$ cat src/rtl/puf_reader.sv
// puf_reader: sequences a PUF array (clear, excite, settle) and reads out
// every word in ascending address order over a valid/ready output port.
// Optional build macro PUF_READER_VOTE_EN: three excitation rounds per
// address with a bitwise 2-of-3 majority on the captured samples.
//
// Output handshake: data_valid rises with data_out/data_addr already stable,
// and all three hold unchanged until a cycle where data_valid and
// data_ready are both 1. That cycle transfers the word. data_valid never
// depends combinationally on data_ready.
module puf_reader #(
    parameter int ADDR_BITS     = 4,
    parameter int OUT_BITS      = 8,
    parameter int SETTLE_CYCLES = 16
) (
    input  logic                 clk,
    input  logic                 reset,
    input  logic                 req,
    output logic                 puf_start,
    output logic                 puf_rst,
    output logic [ADDR_BITS-1:0] puf_addr,
    input  logic [OUT_BITS-1:0]  puf_data,
    output logic [OUT_BITS-1:0]  data_out,
    output logic [ADDR_BITS-1:0] data_addr,
    output logic                 data_valid,
    input  logic                 data_ready,
    output logic                 busy,
    output logic                 done
);

    typedef enum logic [2:0] {
        S_IDLE,
        S_CLEAR,
        S_EXCITE,
        S_WAIT,
        S_CAPTURE,
        S_PRESENT,
        S_DONE
    } state_t;

    localparam logic [ADDR_BITS-1:0] LAST_IDX    = '1;
    localparam logic [7:0]           SETTLE_LAST = 8'(SETTLE_CYCLES - 1);

    state_t               state;
    state_t               state_nx;
    logic [7:0]           cnt;
    logic [ADDR_BITS-1:0] idx;
    logic                 xfer;

`ifdef PUF_READER_VOTE_EN
    logic [1:0]          rnd;
    logic [OUT_BITS-1:0] s0;
    logic [OUT_BITS-1:0] s1;
`endif

    assign xfer = (state == S_PRESENT) && data_ready;

    // Next-state logic; cnt counts cycles spent in the current state.
    always_comb begin
        state_nx = state;
        case (state)
            S_IDLE:    if (req) state_nx = S_CLEAR;
            S_CLEAR:   if (cnt == 8'd1) state_nx = S_EXCITE;
            S_EXCITE:  if (cnt == SETTLE_LAST) state_nx = S_WAIT;
            S_WAIT:    if (cnt == 8'd1) state_nx = S_CAPTURE;
`ifdef PUF_READER_VOTE_EN
            S_CAPTURE: state_nx = (rnd == 2'd2) ? S_PRESENT : S_CLEAR;
`else
            S_CAPTURE: state_nx = S_PRESENT;
`endif
            S_PRESENT: begin
                if (xfer) begin
                    if (idx == LAST_IDX) begin
                        state_nx = S_DONE;
                    end else begin
`ifdef PUF_READER_VOTE_EN
                        state_nx = S_CLEAR;
`else
                        state_nx = S_WAIT;
`endif
                    end
                end
            end
            S_DONE:    state_nx = S_IDLE;
            default:   state_nx = S_IDLE;
        endcase
    end

    // State, phase counter, word index and captured data registers.
    always_ff @(posedge clk) begin
        if (reset) begin
            state    <= S_IDLE;
            cnt      <= '0;
            idx      <= '0;
            data_out <= '0;
`ifdef PUF_READER_VOTE_EN
            rnd      <= '0;
            s0       <= '0;
            s1       <= '0;
`endif
        end else begin
            state <= state_nx;
            cnt   <= (state_nx != state) ? 8'd0 : cnt + 8'd1;
            // Index only advances after a transfer below the last word, and
            // returns to 0 once the readout completes.
            if (xfer && (idx != LAST_IDX)) idx <= idx + 1'b1;
            else if (state == S_DONE) idx <= '0;
            if (state == S_CAPTURE) begin
`ifdef PUF_READER_VOTE_EN
                case (rnd)
                    2'd0: begin
                        s0  <= puf_data;
                        rnd <= 2'd1;
                    end
                    2'd1: begin
                        s1  <= puf_data;
                        rnd <= 2'd2;
                    end
                    default: begin
                        data_out <= (s0 & s1) | (s0 & puf_data) | (s1 & puf_data);
                        rnd      <= 2'd0;
                    end
                endcase
`else
                data_out <= puf_data;
`endif
            end
        end
    end

    // Moore outputs decoded from the current state.
    always_comb begin
        puf_rst    = (state == S_IDLE) || (state == S_CLEAR) || (state == S_DONE);
        puf_start  = (state == S_EXCITE) || (state == S_WAIT) ||
                     (state == S_CAPTURE) || (state == S_PRESENT);
        busy       = (state != S_IDLE);
        done       = (state == S_DONE);
        data_valid = (state == S_PRESENT);
        puf_addr   = idx;
        data_addr  = idx;
    end

endmodule

$ cat config.mk
export PLATFORM = sky130hd
export DESIGN_NAME = puf_reader
export DESIGN_NICKNAME = d
export VERILOG_FILES = /design/src/rtl/puf_reader.sv
export SDC_FILE = /design/constraint.sdc
export NUM_CORES = 1
export LEC_CHECK = 0
export ABC_CLOCK_PERIOD_IN_PS = 2200
export CAP_MARGIN = 20
export CORE_MARGIN = 4
export CORE_UTILIZATION = 47
export DETAILED_ROUTE_END_ITERATION = 10
export PLACE_DENSITY = 0.79
export SETUP_SLACK_MARGIN = 0.5
export SYNTH_ARGS = -nofsm -noshare
export SYNTH_HDL_FRONTEND = slang
export SYNTH_SLANG_ARGS = --single-unit
$ cat constraint.sdc
create_clock -name clk -period 2.2 [get_ports clk]
set_clock_uncertainty 0.15 [all_clocks]
set_input_delay 0.22 -clock clk [delete_from_list [all_inputs] [get_ports clk]]
set_output_delay 0.22 -clock clk [all_outputs]
set_load 0.05 [all_outputs]
==> Yosys cells after proc, flatten, opt, wreduce, memory -nomap -nowiden <==
Index checks and enable logic that the tools add are counted.
{ "totals": {"elab_cells": 37, "reg_bits": 23, "out_inout_bits": 21, "inputBits": 12} }
{ "classes": {"n_eq_ne": 11, "addsub": 2, "n_mux": 9, "n_reduce_logical": 11} }
{ "op_table": {"columns": ["cell", "n"], "rows": [
  ["$mux 3", 6],
  ["$pmux 3 s6", 1],
  ["$eq 3x3->1 const B", 3],
  ["$add 8x1->8 const B", 1],
  ["$eq 8x1->1 const B", 1],
  ["$eq 8x4->1 const B", 1],
  ["$mux 4", 2],
  ["$eq 3x2->1 const B", 2],
  ["$logic_or 1x1->1", 5],
  ["$add 4x1->4 const B", 1],
  ["$eq 4x4->1 const B", 1],
  ["$ne 4x4->1 const B", 1],
  ["$eq 3x1->1 const B", 1],
  ["$logic_not 3->1", 1],
  ["$ne 3x3->1", 1],
  ["$reduce_bool 3->1", 1],
  ["$logic_and 1x1->1", 2],
  ["$reduce_bool 2->1", 1],
  ["$reduce_or 2->1", 1]
]} }

==> Depth between registers and ports, before layout <==
{ "logic_depth": {"depth_word": 6, "mapped_depth": 6, "mapped_depth_nobuf": 6} }

==> Worst setup path after synthesis <==
OpenSTA, ideal clock, no wires.
{ "synth_path": {"path_type": "reg-to-output", "startpoint": "reg state[2]", "endpoint": "out data_valid", "required_ps": 1830, "path_buffers": 1, "arrival_ps": 1689, "setup_slack_ps": 141, "stages_incl_launch_ff": 4, "path_cell_list": "dfxtp_1 buf_2 inv_1 nor3_1"} }
{ "synth_via": {"elab_chain_len": 1} }
{ "synth_rtl": {"columns": ["element", "line_no", "text"], "rows": [
  ["start, declared", "43", "state_t state;"],
  ["start signal, assigned", "101", "state <= state_nx;"],
  ["$eq 3x3->1", "137", "data_valid = (state == S_PRESENT);"],
  ["end, declared", "24", "output logic data_valid,"]
]} }
Every way passes these cells.

==> Final worst setup path <==
Same ends and word-level chain as after synthesis.

==> flow_metrics.tcl <==
set metrics [dict create \
    status "complete, no violations" \
    fin_setup_tns_ns 0 \
    p_total_mw 0.775 \
    total_leakage_power_nw 0.696 \
    antenna_cells 0 \
    start_kind "flip-flop" \
    rr_endpoint "cnt[4]" \
    timing.rr.start "state[1]" \
    report.final.setup_viol 0 \
    critical_path.top_delay_family "buffers and inverters" \
    final_max_slew_viol_count 0 \
    area_delta_synth_final_pct 42.1 \
    grt_pass1_wl_um 4440 \
    setup_slack_ns 0.428 \
    wl_per_cell_um 14.6 \
    max_clock_freq_mhz 564 \
    end_kind "output port" \
    grt_max_degree 14 \
    drv_cap 0 \
    utilization 0.732 \
    cpMostUsedCell "buf_4" \
    routed_via_density 5.43 \
    final_area_um2 1680 \
    path_class "reg2out" \
    synth_edf_count 0 \
    ys_seq_elements 23 \
    pwr_density_cell_nw_per_um2 461 \
    first_pass_iters 4 \
    cts_tree "yes" \
    async_flop_share 0 \
    ant_nets 0 \
    worst_slew_pin_slew_ns 0.548 \
    drive_gt1_frac 0.282 \
    grt_pass1_vias 998 \
    pre_cts_ws_ns 0.301 \
    netlist_area_um2 1180 \
    num-fill-cells 188 \
    yosysUniqueCellTypes 40 \
    place_area_um2 1500 \
    peakVddDrop_uv 366 \
    placementRows 17 \
    syn_inst 136 \
    min_period_ns 1.77 \
    die_h_um 58.2 \
    cts.sinks 23 \
    grt_antenna_before_repair 0 \
    seq_area_um2 484 \
    hold_end "data_out[5]" \
    syn_nets 153 \
    cp_max_fo 3 \
    gr-total-overflow 0 \
    htreeDepth 1 \
    io_buffers 32 \
    place.gp.congestion 0.869 \
    cts_buffers 3 \
    die_x_um 58.2 \
    critPathBufInv 4 \
    synthFlopType "dfxtp_1" \
    core_um2 2300 \
    post-route-period-util 0.805 \
    synth_seq_area_share 0.389 \
    grtUsageTotal 0.167 \
    clk_latency_ns 0.31 \
    start_util 0.515 \
    rsz0062_at_grt "true" \
    postSynthAreaPerCell_um2 8.70 \
    die_area_um2 3390 \
    cp_data_required_time_ns 1.83 \
    yosys_warnings 0 \
    multiInputGateArea_um2 691 \
    drt_wl_total_um 2990 \
    path_cells "clkinvlp_4 > buf_4 > buf_4 > nor3_2 > buf_4" \
    drt_iter0_markers 43 \
    ioPinCount 33 \
    clk_pin_slew_ns 0.13 \
    remaining_drc_errors 0 \
    hold_class "in2reg" \
    slew_headroom 0.632 \
    cpPeakStageDelay_ns 0.40 \
    rrSetupSlack_ns 0.46 \
    hp-start "puf_data[5]" \
    cts_buffer_depth 2 \
    slowest_stage "dfxtp_4" \
    nets 195 \
    vias 1113 \
    finalHoldViolations 0 \
    reg2regPathDepth 7 \
    cp.arrival_ns 1.40 \
    root_buffer "clkbuf_4" \
    place_hpwl_um 2020 \
    hold_depth 3 \
]
[through the flow]
step / instances / hold slack (ns)
6_report: 205 / 0.288
5_1_grt: 205 / 0.291
4_1_cts: 196 / 0.280
3_5_place_dp: 188 / 0.299
3_3_place_gp: 188 / 0.292
2_1_floorplan: 136 / 0.206
[layout by cell type (no fill, tap or decap), types with 4 or more instances in the layout]
cell type and instances:
nand2_1 23, dfxtp_1 14, dlygate4sd2_1 14, buf_4 14, a21oi_1 12, nor2_1 11, clkdlybuf4s50_1 11, nand3_1 7
dfxtp_4 5, xnor2_1 4, xor2_1 4, dfxtp_2 4
[cells in the mapped netlist (2+ instances only)]
master | number | area (µm²)
a21oi_1 | 12 | 60.1
a31oi_1 | 3 | 18.8
buf_2 | 2 | 10.0
buf_4 | 4 | 30.0
clkbuf_1 | 2 | 7.51
dfxtp_1 | 23 | 460
ha_1 | 5 | 62.6
inv_1 | 4 | 15.0
nand2_1 | 23 | 86.3
nand3_1 | 8 | 40.0
nand4_1 | 2 | 12.5
nor2_1 | 12 | 45.0
nor3_1 | 3 | 15.0
xnor2_1 | 4 | 35.0
xor2_1 | 4 | 35.0
[where the power goes]
part	leakage (nW)	internal, mW	total, mW	switching, mW
clock network	0.0177	0.0680	0.195	0.127
logic	0.487	0.0704	0.148	0.0773
registers	0.191	0.422	0.432	0.00969
[registers in the layout, summed over array words and instances (netlist names)]
register,count
cnt,8
data_addr,4
data_out,8
state,3
[per-layer routing]
| metal | share of wire | global-route usage |
|---|---|---|
| met1 | 0.41 | 0.194 |
| met2 | 0.53 | 0.297 |
| met3 | 0.056 | 0.0490 |
| met4 | 0.0097 | 0.0464 |
| met5 | 0 | 0 |
[layout make-up]
type                            instances  area share
Clock inverter                          1     0.00298
Inverter                                5      0.0134
Timing Repair Buffer                   46       0.251
Sequential cell                        23       0.288
Clock buffer                            3      0.0134
Tap cell                               28      0.0208
Multi-Input combinational cell         99       0.411
[worst reg2reg max path: stages (launching register included)]
cell and delay [ns]:
dfxtp_4 0.40, buf_6 0.12, buf_6 0.12, ha_4 0.17, o21ba_4 0.17, a221oi_4 0.27
o211ai_4 0.16, nor2_1 0.14
[logic make-up (layout without fill, tap and decap cells)]
| group | after synthesis | count (layout) | synth area share |
|---|---|---|---|
| adders and majority gates | 5 | 5 | 0.0529 |
| and+or+nand+nor | 60 | 60 | 0.254 |
| xor gates and xnor gates | 8 | 8 | 0.0592 |
| buffers and inverters | 14 | 55 | 0.0655 |
| DFF | 23 | 23 | 0.389 |
| AOI/OAI and AO/OA | 26 | 26 | 0.180 |
[how the worst max path moves through the flow]
stage	endpoint	slack [ns]	startpoint	cells past startpoint
final	data_valid	0.43	state[2]	5
after global routing	cnt[5]	0.36	state[1]	7
after CTS	puf_rst	0.28	state[0]	5
after detailed placement	cnt[4]	0.30	state[1]	5
after global placement	data_addr[0]	0.33	data_ready	5
after floorplan	data_valid	0.57	state[2]	3
[repair_timing]
item | 4_1_cts | 5_1_grt
buffers inserted | 4 | 9
gates resized for setup | 25 | 18
endpoints found under the setup margin | 34 | 15
hold buffers | 0 | 0
pin swaps | 1 | 5
hold endpoints to repair | 0 | 0
No activity file was read; power rests on OpenSTA's default activity.
